## src/rtl/multicycle_controller_if.sv

```systemverilog
// Controller <-> instruction memory / datapath bundle.
// master = controller, slave = memory and datapath side.
interface multicycle_controller_if;
  logic [31:0] instruction;
  logic        eq;
  logic [2:0]  state;
  logic [3:0]  pc;
  logic [4:0]  rs;
  logic [4:0]  rt;
  logic [4:0]  rd;
  logic [31:0] imm_sext;
  logic [1:0]  alu_op;
  logic        alu_src_imm;
  logic        reg_dst_rd;
  logic        mem_read;
  logic        mem_to_reg;
  logic        reg_write;
  logic        halted;
  logic        illegal;

  modport master (
    input  instruction, eq,
    output state, pc, rs, rt, rd, imm_sext, alu_op, alu_src_imm, reg_dst_rd,
           mem_read, mem_to_reg, reg_write, halted, illegal
  );

  modport slave (
    output instruction, eq,
    input  state, pc, rs, rt, rd, imm_sext, alu_op, alu_src_imm, reg_dst_rd,
           mem_read, mem_to_reg, reg_write, halted, illegal
  );
endinterface

```

## src/rtl/multicycle_controller.sv

```systemverilog
// Sequencing and decode FSM for the multicycle MIPS subset core.
// state | meaning: 0 FETCH, 1 DECODE, 2 EXEC, 3 MEM, 4 WB, 5 HALT (6/7 recover to HALT)
module multicycle_controller #(
  parameter int NUM_INSTR = 11
) (
  input  logic                    clk,
  input  logic                    rst,
  multicycle_controller_if.master bus
);

  typedef enum logic [2:0] {
    S_FETCH  = 3'd0,
    S_DECODE = 3'd1,
    S_EXEC   = 3'd2,
    S_MEM    = 3'd3,
    S_WB     = 3'd4,
    S_HALT   = 3'd5
  } state_t;

  typedef enum logic [2:0] {
    C_NONE, C_LW, C_ADDIU, C_RTYPE, C_BEQ, C_BNE
  } cls_t;

  state_t      state_q;
  cls_t        cls_q, cls_d;
  logic [3:0]  pc_q;
  logic [4:0]  rs_q, rt_q, rd_q;
  logic [31:0] imm_q, imm_d;
  logic [1:0]  alu_op_q, alu_op_d;
  logic        alu_src_imm_q, reg_dst_rd_q;
  logic        halted_q, illegal_q;

  logic [5:0]  opcode, funct;
  assign opcode = bus.instruction[31:26];
  assign funct  = bus.instruction[5:0];
  assign imm_d  = {{16{bus.instruction[15]}}, bus.instruction[15:0]};

  always_comb begin
    cls_d    = C_NONE;
    alu_op_d = 2'd0;
    case (opcode)
      6'h23: cls_d = C_LW;
      6'h09: cls_d = C_ADDIU;
      6'h00: begin
        if (funct == 6'h21) begin
          cls_d = C_RTYPE;
        end else if (funct == 6'h2A) begin
          cls_d    = C_RTYPE;
          alu_op_d = 2'd1;
        end
      end
      6'h04: begin
        cls_d    = C_BEQ;
        alu_op_d = 2'd2;
      end
      6'h05: begin
        cls_d    = C_BNE;
        alu_op_d = 2'd2;
      end
      default: cls_d = C_NONE;
    endcase
  end

  // Branch target kept in 17-bit signed so negative offsets cannot alias into range.
  logic               br_taken, br_ok, wb_last;
  logic signed [16:0] pc_next_s, br_target;
  logic [4:0]         pc_inc;

  assign br_taken  = (cls_q == C_BEQ && bus.eq) || (cls_q == C_BNE && !bus.eq);
  assign pc_next_s = $signed({13'd0, pc_q}) + 17'sd1;
  assign br_target = br_taken ? pc_next_s + $signed(imm_q[16:0]) : pc_next_s;
  assign br_ok     = !br_target[16] && (br_target[15:0] < 16'(NUM_INSTR));
  assign pc_inc    = {1'b0, pc_q} + 5'd1;
  assign wb_last   = (pc_inc == 5'(NUM_INSTR));

  always_ff @(posedge clk) begin
    if (rst) begin
      state_q       <= S_FETCH;
      cls_q         <= C_NONE;
      pc_q          <= 4'd0;
      rs_q          <= 5'd0;
      rt_q          <= 5'd0;
      rd_q          <= 5'd0;
      imm_q         <= 32'd0;
      alu_op_q      <= 2'd0;
      alu_src_imm_q <= 1'b0;
      reg_dst_rd_q  <= 1'b0;
      halted_q      <= 1'b0;
      illegal_q     <= 1'b0;
    end else begin
      case (state_q)
        S_FETCH: state_q <= S_DECODE;
        S_DECODE: begin
          rs_q          <= bus.instruction[25:21];
          rt_q          <= bus.instruction[20:16];
          rd_q          <= bus.instruction[15:11];
          imm_q         <= imm_d;
          alu_op_q      <= alu_op_d;
          alu_src_imm_q <= (cls_d == C_LW) || (cls_d == C_ADDIU);
          reg_dst_rd_q  <= (cls_d == C_RTYPE);
          cls_q         <= cls_d;
          if (cls_d == C_NONE) begin
            state_q   <= S_HALT;
            halted_q  <= 1'b1;
            illegal_q <= 1'b1;
          end else begin
            state_q <= S_EXEC;
          end
        end
        S_EXEC: begin
          case (cls_q)
            C_LW:             state_q <= S_MEM;
            C_ADDIU, C_RTYPE: state_q <= S_WB;
            C_BEQ, C_BNE: begin
              if (br_ok) begin
                pc_q    <= br_target[3:0];
                state_q <= S_FETCH;
              end else begin
                state_q  <= S_HALT;
                halted_q <= 1'b1;
              end
            end
            default: begin
              state_q   <= S_HALT;
              halted_q  <= 1'b1;
              illegal_q <= 1'b1;
            end
          endcase
        end
        S_MEM: state_q <= S_WB;
        S_WB: begin
          if (wb_last) begin
            state_q  <= S_HALT;
            halted_q <= 1'b1;
          end else begin
            pc_q    <= pc_inc[3:0];
            state_q <= S_FETCH;
          end
        end
        S_HALT: state_q <= S_HALT;
        default: begin
          state_q   <= S_HALT;
          halted_q  <= 1'b1;
          illegal_q <= 1'b1;
        end
      endcase
    end
  end

  assign bus.state       = state_q;
  assign bus.pc          = pc_q;
  assign bus.rs          = rs_q;
  assign bus.rt          = rt_q;
  assign bus.rd          = rd_q;
  assign bus.imm_sext    = imm_q;
  assign bus.alu_op      = alu_op_q;
  assign bus.alu_src_imm = alu_src_imm_q;
  assign bus.reg_dst_rd  = reg_dst_rd_q;
  assign bus.mem_read    = (state_q == S_MEM);
  assign bus.reg_write   = (state_q == S_WB);
  assign bus.mem_to_reg  = (state_q == S_WB) && (cls_q == C_LW);
  assign bus.halted      = halted_q;
  assign bus.illegal     = illegal_q;

endmodule
```

## src/flat_wrapper.sv

```systemverilog
// flat-port wrapper written by rule: the top's interface ports become plain ports
module multicycle_controller_flat 
#(
  parameter int NUM_INSTR = 11
)
  (clk, rst, bus_instruction, bus_eq, bus_state, bus_pc, bus_rs, bus_rt, bus_rd, bus_imm_sext, bus_alu_op, bus_alu_src_imm, bus_reg_dst_rd, bus_mem_read, bus_mem_to_reg, bus_reg_write, bus_halted, bus_illegal);
  multicycle_controller_if bus_i ();
  input  logic clk;
  input  logic rst;
  input wire logic [$bits(bus_i.instruction)-1:0] bus_instruction;
  input wire logic [$bits(bus_i.eq)-1:0] bus_eq;
  output wire logic [$bits(bus_i.state)-1:0] bus_state;
  output wire logic [$bits(bus_i.pc)-1:0] bus_pc;
  output wire logic [$bits(bus_i.rs)-1:0] bus_rs;
  output wire logic [$bits(bus_i.rt)-1:0] bus_rt;
  output wire logic [$bits(bus_i.rd)-1:0] bus_rd;
  output wire logic [$bits(bus_i.imm_sext)-1:0] bus_imm_sext;
  output wire logic [$bits(bus_i.alu_op)-1:0] bus_alu_op;
  output wire logic [$bits(bus_i.alu_src_imm)-1:0] bus_alu_src_imm;
  output wire logic [$bits(bus_i.reg_dst_rd)-1:0] bus_reg_dst_rd;
  output wire logic [$bits(bus_i.mem_read)-1:0] bus_mem_read;
  output wire logic [$bits(bus_i.mem_to_reg)-1:0] bus_mem_to_reg;
  output wire logic [$bits(bus_i.reg_write)-1:0] bus_reg_write;
  output wire logic [$bits(bus_i.halted)-1:0] bus_halted;
  output wire logic [$bits(bus_i.illegal)-1:0] bus_illegal;
  assign bus_i.instruction = bus_instruction;
  assign bus_i.eq = bus_eq;
  assign bus_state = bus_i.state;
  assign bus_pc = bus_i.pc;
  assign bus_rs = bus_i.rs;
  assign bus_rt = bus_i.rt;
  assign bus_rd = bus_i.rd;
  assign bus_imm_sext = bus_i.imm_sext;
  assign bus_alu_op = bus_i.alu_op;
  assign bus_alu_src_imm = bus_i.alu_src_imm;
  assign bus_reg_dst_rd = bus_i.reg_dst_rd;
  assign bus_mem_read = bus_i.mem_read;
  assign bus_mem_to_reg = bus_i.mem_to_reg;
  assign bus_reg_write = bus_i.reg_write;
  assign bus_halted = bus_i.halted;
  assign bus_illegal = bus_i.illegal;
  multicycle_controller #(.NUM_INSTR(NUM_INSTR)) u_core (.clk(clk), .rst(rst), .bus(bus_i));
endmodule
```

## config.mk

```make
export PLATFORM = sky130hd
export DESIGN_NAME = multicycle_controller_flat
export DESIGN_NICKNAME = d
export VERILOG_FILES = /design/src/rtl/multicycle_controller_if.sv /design/src/rtl/multicycle_controller.sv /design/src/flat_wrapper.sv
export SDC_FILE = /design/constraint.sdc
export NUM_CORES = 1
export LEC_CHECK = 0
export ABC_AREA = 1
export BUFFER_PORTS_ARGS = -buffer_cell sky130_fd_sc_hd__buf_2
export CELL_PAD_IN_SITES_DETAIL_PLACEMENT = 1
export CELL_PAD_IN_SITES_GLOBAL_PLACEMENT = 2
export CORE_MARGIN = 1.5
export CORE_UTILIZATION = 27
export DETAILED_ROUTE_END_ITERATION = 10
export GPL_ROUTABILITY_DRIVEN = 0
export MAX_ROUTING_LAYER = met4
export PLACE_DENSITY_LB_ADDON = 0.1
export SLEW_MARGIN = 25
export SYNTH_ARGS = -nofsm -noshare
export SYNTH_HDL_FRONTEND = slang
export SYNTH_SLANG_ARGS = --single-unit
export TNS_END_PERCENT = 20
```

## constraint.sdc

```tcl
create_clock -name clk -period 6.1 [get_ports clk]
set_clock_uncertainty 0.05 [all_clocks]
set_input_delay 1.22 -clock clk [delete_from_list [all_inputs] [get_ports clk]]
set_output_delay 1.22 -clock clk [all_outputs]
set_load 0.01 [all_outputs]
```

==> summary.md <==
| Metric | Value |
|---|---|
| Status | complete, no violations |
| Worst-path fanout max | 7 |
| GR Util All Layers | approximately 17% |
| Antenna violations before repair | 0 |
| Most frequent cells in the layout | buf_2 (97), nand2_1 (77), nor2_1 (60), inv_1 (53) |
| Pleak | about 1.8 nW |
| Synth Area in Simple Gates | between 30% and 40% |
| Maximum VDD drop | about 110 uV |
| Syn Nets | 476 |
| Synth Instances | 433 |
| Final setup vio count | 0 |
| Unrepaired setup endpoints after global routing | no |
| Vias in the first global route | approximately 3000 |
| Resized cells post-CTS | 0 |
| Clk slew on worst S/H paths | 0.10 ns |
| Synth Area in XOR/XNOR | 0.633% |
| Tot Pwr | 0.882 mW |
| Row cnt | 36 |
| Pin count of the biggest net entering global routing | between 40 and 50 |
| CP Capture Type | register |
| Synthesized area | 2770 um^2 |
| Most common cell after layout, fill and taps aside | buf_2 |
| Pwr Density | around 270 nW/um^2 |
| CTS H-tree lvls | 2 |
| Vert. Die Dim | 104 um |
| Post-synthesis sequential area ratio | between 30% and 40% |
| Utilization after layout | approximately 33% |
| Syn Area/Cell | ~6.4 um^2 |
| Vias per inst | roughly 4.7 |
| Detailed Routing Iterations Pass 1 | 4 |
| DR iter-0 viols | 72 |
| PortBufs | a little under 100 |
| Combinational family with the most area after synthesis | simple AND/OR/NAND/NOR gates |
| Worst path required time | 6.27 ns |
| Worst-margin pin slew | about 0.94 ns |
| Layout Cells excl Fill | roughly 640 |
| Final hold violations | 0 |
| Data arrival, critical path | roughly 3.2 ns |
| Io pins | a little under 100 |
| Placed insts | 630 |
| HPWL after DPL | ~6800 um |
| Slew Limit Fails | 0 |
| Hold_ws | between 0.4 and 0.5 ns |
| WL final | roughly 8700 um |
| Final ANT Viol Nets | 0 |
| First-pass GRT wire length | roughly 15000 um |
| Root buf cell | clkbuf_8 |
| Worst reg-to-reg setup slack | 3.12 ns |
| YS warnings | 0 |
| DR DRC count | 0 |
| Hold_buf cts | 0 |
| Mux contribution to synthesized area | 0% |
| Setup Buffers After CTS | 0 |
| Worst skew pair latency | between 0.3 and 0.4 ns |
| Initial Util | between 20 and 30% |
| Maxcap violations | 0 |
| TritonCTS clock tree | done |
| Wire length per cell | approximately 14 um |
| CTS Buf Count | 5 |
| Clock Tree Buf Depth | 2 |
| Area Overhead vs Synth | 19.4% |
| Post-route setup TNS | 0 ns |
| Layout cell share with drive strength beyond 1 | about a quarter |
| Die width | about 100 um |
| N_diodes | 0 |
| Final min period | 2.98 ns |
| Worst min-delay path class | reg2reg |
| Synth cell types | 32 |
| Synth Area in Adders | under 10% |
| Yosys reg bits | 42 |
| Post-layout nets | about 550 |
| Final period util | roughly 50% |
| Relative slew slack | between 30% and 40% |
| Fmax achieved | approximately 340 MHz |
| Critical path launch point type | register |
| Total grt overflow | 0 |
| Clock Sinks | between 40 and 50 |
| Critical path class | reg2reg |
| Die area | between 10000 and 15000 um^2 |
| Synth Area in Compound Gates | roughly 15% |
| Core footprint | between 9000 and 10000 um^2 |
| Vias post-DR | roughly 3000 |
routing by layer:
| layer | part of all wire [%] | vias to the layer above | track usage (%) |
|---|---|---|---|
| met5 | 0 | - | - |
| met3 | 3.1 | 7 | 2.38 |
| met4 | 0.85 | 0 | 3.57 |
| li1 | - | 1525 | - |
| met2 | 47 | 68 | 28.1 |
| met1 | 49 | 1381 | 21.8 |
cells in the mapped netlist, drive strengths merged:
| library cell | n | share of area, % |
|---|---|---|
| nor2 | 66 | 9.9 |
| nand4 | 9 | 2.3 |
| inv | 56 | 7.6 |
| xor2 | 2 | 0.63 |
| a21oi | 32 | 5.9 |
| ha | 7 | 3.2 |
| nor3 | 5 | 1.4 |
| nor3b | 1 | 0.27 |
| a211oi | 2 | 0.54 |
| buf | 25 | 6.7 |
| dfxtp | 42 | 30 |
| fa | 1 | 0.72 |
| clkbuf | 9 | 1.2 |
| nand3b | 1 | 0.27 |
| nand3 | 44 | 8.3 |
| nor4 | 2 | 0.45 |
| o31ai | 1 | 0.27 |
| nand2 | 80 | 11 |
| or2 | 1 | 0.23 |
| and3 | 1 | 0.23 |
| o21ai | 46 | 8.3 |
registers in the layout, indices dropped and copies added, names as in the netlist:
name,count
u_core.bus.imm_sext,16
u_core.bus.rs,5
u_core.bus.rt,5
u_core.bus.pc,4
u_core.bus.state,3
u_core.cls_q,3
u_core.bus.alu_op,2
u_core.bus.alu_src_imm,1
u_core.bus.halted,1
u_core.bus.illegal,1
u_core.bus.reg_dst_rd,1
per-stage QoR:
step           cell area [um^2]  worst slack [ns]
3_3_place_gp               3210              3.12
3_5_place_dp               3210              3.11
4_1_cts                    3300              3.09
5_1_grt                    3300              2.70
6_report                   3300              3.12
2_1_floorplan              2770              3.59
kinds of logic (layout without fill, tap and decap cells):
group,count (synthesis),in the layout
buf+inv,90,162
compound gates,81,81
xor+xnor,2,2
flops,42,42
simple gates,210,210
fa+ha+maj,8,8
where the power goes:
group	switching (mW)	internal, mW	total [mW]
logic	0.197	0.114	0.311
clock network	0.122	0.0859	0.208
registers	0.0476	0.316	0.364
area by class of cell:
class,instances,area [um^2]
Clock buffer,5,68.8
Clock inverter,3,28.8
Fill cell,1363,6560
Inverter,56,210
Multi-Input combinational cell,301,1500
Sequential cell,42,841
Tap cell,133,166
Timing Repair Buffer,98,493
final timing paths:
path / startpoint / end / depth (start not counted)
setup / recovery: u_core.bus.pc[0]$_SDFFE_PP0P_ / u_core.bus.pc[1]$_SDFFE_PP0P_ / 15
hold reg to reg: u_core.bus.illegal$_SDFFE_PP0P_ / u_core.bus.illegal$_SDFFE_PP0P_ / 2
setup reg to reg: u_core.bus.pc[0]$_SDFFE_PP0P_ / u_core.bus.pc[1]$_SDFFE_PP0P_ / 15
hold / removal: u_core.bus.illegal$_SDFFE_PP0P_ / u_core.bus.illegal$_SDFFE_PP0P_ / 2
worst max-delay path, cell delays in order, from the launching register on:
cell and delay, ns:
dfxtp_1 0.46, ha_1 0.23, xor2_1 0.35, ha_1 0.37
nand2_1 0.13, nand2_1 0.08, nand2_1 0.10, nand3_2 0.14
nand2_1 0.09, nand2_1 0.05, nand3_1 0.06, nand2_1 0.08
nor2_2 0.20, nand4_2 0.24, a21oi_1 0.20, nor2_1 0.07
Note: power is estimated with default switching activity, not from simulation.
